--- config.mk ---
export PLATFORM = sky130hd
export DESIGN_NAME = tstate_seq
export DESIGN_NICKNAME = d
export VERILOG_FILES = /design/src/rtl/tstate_seq.sv
export SDC_FILE = /design/constraint.sdc
export NUM_CORES = 1
export LEC_CHECK = 0
export CORE_AREA = 2 2 50 52
export DETAILED_ROUTE_END_ITERATION = 6
export DIE_AREA = 0 0 52 54
export PLACE_DENSITY = 0.66
export SLEW_MARGIN = 20
export SYNTH_ARGS = -nofsm -noshare
export SYNTH_HDL_FRONTEND = slang
export SYNTH_SLANG_ARGS = --single-unit
--- constraint.sdc ---
create_clock -name clk -period 2.2 [get_ports clk]
set_clock_uncertainty 0.05 [all_clocks]
set_input_delay 0.66 -clock clk [delete_from_list [all_inputs] [get_ports clk]]
set_output_delay 0.66 -clock clk [all_outputs]
set_load 0.02 [all_outputs]
--- src/rtl/tstate_seq.sv ---
`default_nettype none
// ============================================================================
// tstate_seq : one-hot T-state sequencer (variable length, stall, step, halt)
// Rev 1.0
// ============================================================================
module tstate_seq #(
  parameter int NPHASE = 4,
  parameter int LEN_W  = 3
) (
  input  logic              clk,
  input  logic              clr,
  input  logic              ce,
  input  logic              stall,
  input  logic              step_mode,
  input  logic              step,
  input  logic [LEN_W-1:0]  cyc_len,
  input  logic              done_early,
  input  logic              halt,
  output logic [NPHASE-1:0] state,
  output logic [LEN_W-1:0]  phase_idx,
  output logic              first,
  output logic              last,
  output logic              halted
);

  localparam logic [NPHASE-1:0] ST_IDLE  = '0;
  localparam logic [NPHASE-1:0] ST_T1    = {1'b1, {(NPHASE-1){1'b0}}};
  localparam logic [NPHASE-1:0] ST_ONE   = {{(NPHASE-1){1'b0}}, 1'b1};
  localparam logic [LEN_W-1:0]  C_NPHASE = LEN_W'(NPHASE);
  localparam logic [LEN_W-1:0]  C_ONE    = LEN_W'(1);

  logic [LEN_W-1:0] len_q;
  logic [LEN_W-1:0] len_sel;
  logic             step_d;
  logic             running;
  logic             illegal;
  logic             gate;
  logic             end_instr;

  // Out-of-range lengths fall back to the full cycle
  assign len_sel   = ((cyc_len == '0) || (cyc_len > C_NPHASE)) ? C_NPHASE : cyc_len;
  assign running   = (state != ST_IDLE);
  assign illegal   = running && ((state & (state - ST_ONE)) != ST_IDLE);
  assign gate      = !stall && (!step_mode || (step && !step_d));
  assign end_instr = (phase_idx == len_q) || done_early;

  assign first = state[NPHASE-1];
  assign last  = running && (phase_idx == len_q);

  always_ff @(posedge clk or negedge clr) begin
    if (!clr) begin
      state     <= ST_IDLE;
      phase_idx <= '0;
      halted    <= 1'b0;
      len_q     <= C_NPHASE;
      step_d    <= 1'b0;
    end else begin
      step_d <= step;
      if (!ce || illegal) begin
        state     <= ST_IDLE;
        phase_idx <= '0;
        halted    <= 1'b0;
      end else if (halted) begin
        state     <= ST_IDLE;
        phase_idx <= '0;
      end else if (!running) begin
        state     <= ST_T1;
        phase_idx <= C_ONE;
        len_q     <= len_sel;
      end else if (gate) begin
        if (end_instr) begin
          if (halt) begin
            state     <= ST_IDLE;
            phase_idx <= '0;
            halted    <= 1'b1;
          end else begin
            state     <= ST_T1;
            phase_idx <= C_ONE;
            len_q     <= len_sel;
          end
        end else begin
          state     <= state >> 1;
          phase_idx <= phase_idx + C_ONE;
        end
      end
    end
  end

endmodule
`default_nettype wire
==> out/qor.csv, run 1 <==
metric,value,unit
sequential share of the synthesized area,45.99,%
DR pass1 iterations,4,
Clock Power Share,29.0,%
unrepaired setup endpoints after global routing,no,
max incr delay on CP,600,ps
Post-CTS Setup Bufs,0,
Ys Warns,0,
Worst-Skew Late Latency,280,ps
WP data required,1490,ps
CTS Buf Count,3,
Post-synth EDFFs,0,
FP Rows,18,
Min Hold Slack,448.9,ps
clk slew on worst S/H paths,80,ps
fin. max-slew vios,0,
initial antenna violation count,0,
vias in the first global route,655,
post-synthesis cell area,655.6,µm²
Via Count,636,
PD cells,623.7,nW/µm²
# fillers,220,
CTS H-tree lvls,1,
dominant synthesized flop cell,dfrtp_1,
Seq pwr share,40.3,%
crit start category,flip-flop,
Final nets,114,
overall routing resource usage,14.22,%
Final Hold Vio Count,0,
Max Freq,476.0,MHz
CP Class,reg -> out,
Final Core Density,43.58,%
post-synth top area share,41.98,%
Worst slew margin,63.70,%
"wirelength, routed",1.613,mm
ANT nets after route,0,
Area Overhead vs Synth,54.20,%
Core ar.,2320,µm²
post-synthesis async set-or-reset flop share,100.0,%
final setup vio count,0,
Comb pwr share,30.7,%
most instantiated library cell after synthesis,dfrtp_1,
clk buf depth,2,
Slew @ Worst Pin,542.8,ps
fin crit period,2101,ps
clock sinks,12,
initial core utilization,28.26,%
pin count of the biggest net entering global routing,13,
wire per inst,12.41,µm
period utilisation layout,95.50,%
DIE WIDTH,52,µm
Port Buffers,20,
CTS tree,done,
status,completed,
Syn Area/Cell,9.786,µm²
I/O pin count,21,
Hold Crit Class,reg -> reg,
crit-path cells,buf_4 > clkdlybuf4s50_1,
cell taking the most area after synthesis,dfrtp_1,
Max Cap Viol,0,
Final GP Congestion,0.8080,
Synthesized Nets,80,
dpl ws,-109.9,ps
largest cells by area after synthesis,"dfrtp_1 42%, a21oi_1 5.3%, nand3_1 4.6%",
Die H,54,µm
CP max-delay cell,clkdlybuf4s50_1,
detailed-route DRC error count,0,
commonest cells in the netlist,"11 x dfrtp_1, 7 x a21oi_1, 6 x nand3_1",
global route overflow,0,
detailed-placement wirelength estimate,1.216,mm
design internal power,0.4450,mW
layout cell share with drive strength beyond 1,22.00,%
PnR worst setup slack,98.98,ps
die area,2808,µm²
switching power of the nets,0.1856,mW
DRT iter0 DRCs,11,
first-pass GRT wire length,2.884,mm
Cells after Synth,67,
via/cell ratio,4.892,
Unique masters post-synth,31,
Critical Path AT,1390,ps
switching share of power,29.43,%
diode count,0,
Leakage,0.4257,nW
peak supply drop,0.3511,mV
#FFs+latches synth,12,
Critical Path Fanout Max,7,
CTS root buf,clkbuf_4,
Worst Setup End Kind,output pin,
## worst max-delay path, delay by kind of cell (launching register included)
| kind | cells | cell delay (ps) |
|---|---|---|
| flip-flops | 1 | 360 |
| buffers and inverters | 2 | 750 |
## cell usage in the layout (no fill, tap or decap)
cell             count
o211ai_1             1
a21oi_1              7
clkbuf_2             1
nand4b_1             1
o31a_1               1
nor3_1               3
nor2b_1              2
or2_2                1
dfrtp_1             11
ha_1                 2
nor2_1               1
buf_4               11
clkbuf_8             1
dfstp_2              1
a21o_1               1
o21ai_1              1
mux2i_1              1
clkbuf_4             3
nand2b_1             1
or2_4                1
or4_4                1
buf_12               1
nor4_1               1
a31oi_1              1
a211oi_1             4
a22o_1               2
o221a_2              1
nand3_1              6
xnor2_1              3
nand3b_1             1
clkdlybuf4s50_1     19
o21ai_0              1
nand2_1              5
inv_1                2
## sequential cells by signal, summed over array words and instances, names as in the netlist
register   cells
state          4
len_q          3
phase_idx      3
halted         1
step_d         1
## power groups by stage
stage	Clock (mW)	Sequential [mW]	Combinational [mW]
floorplan	0	0.270	0.0934
global route	0.195	0.258	0.215
finish	0.183	0.254	0.193
detailed placement	0	0.259	0.196
CTS	0.185	0.255	0.196
global placement	0	0.259	0.192
## per-layer routing
metal,global-route usage [%],part of all wire [%],up-vias
li1,-,-,316
met1,19.32,49,287
met2,21.94,44,29
met3,2.500,5.7,4
met4,6.579,1.5,0
met5,0,0,-
## final cells by class
class | instances | area (µm²) | share of cell area [%]
clock buffers | 4 | 36.28 | 3.589
inverters | 2 | 7.507 | 0.7426
multi-input cells | 50 | 330.3 | 32.67
flip-flops and latches | 12 | 301.5 | 29.83
well taps | 30 | 37.54 | 3.713
repair buffers | 32 | 297.8 | 29.46
## final timing paths
check / start / end / slack (ps) / cells after the start
worst max-delay path: state[3] / first / 100 / 2
worst min-delay path: len_q[2] / len_q[2] / 450 / 2
worst max register to register: state[3] / len_q[0] / 320 / 5
worst min register to register: len_q[2] / len_q[2] / 450 / 2
max in group asynchronous: clr / len_q[2] / 1050 / 1
min in group asynchronous: clr / len_q[0] / 680 / 1
## stage by stage
step	std cells	setup TNS, ps	total power [mW]	instance area, µm²
2_1_floorplan	67	0	0.3633	655.6
3_3_place_gp	126	-138.9	0.4517	979.7
3_5_place_dp	126	-231.2	0.4549	979.7
4_1_cts	130	0	0.6358	1016
5_1_grt	130	0	0.6674	1011
6_report	130	0	0.6305	1011
## cells by family (layout without fill, tap and decap cells)
kind of cell	Yosys count	in the layout	share of synthesized area, %
XOR/XNOR	3	3	4.008
multiplexers	1	1	1.527
adder cells (fa/ha/maj)	2	2	3.816
AO/OA/AOI/OAI	20	20	20.42
flip-flops	12	12	45.99
AND/OR/NAND/NOR	24	24	20.61
buffers and inverters	5	38	3.626
## repair_timing
action | CTS | global route
hold buffers | 0 | 0
setup endpoints to repair | 1 | 1
gates resized for setup | 2 | 1
Power figures use the tool's default switching activity.
==> run 2: changes to the inputs <==
--- a/config.mk
+++ b/config.mk
@@ -13,3 +13,4 @@
 export SYNTH_ARGS = -nofsm -noshare
 export SYNTH_HDL_FRONTEND = slang
 export SYNTH_SLANG_ARGS = --single-unit
+export TNS_END_PERCENT = 10
==> results of run 2 <==
Same layout as run 1: the final DEF is identical, and so are final timing and power.
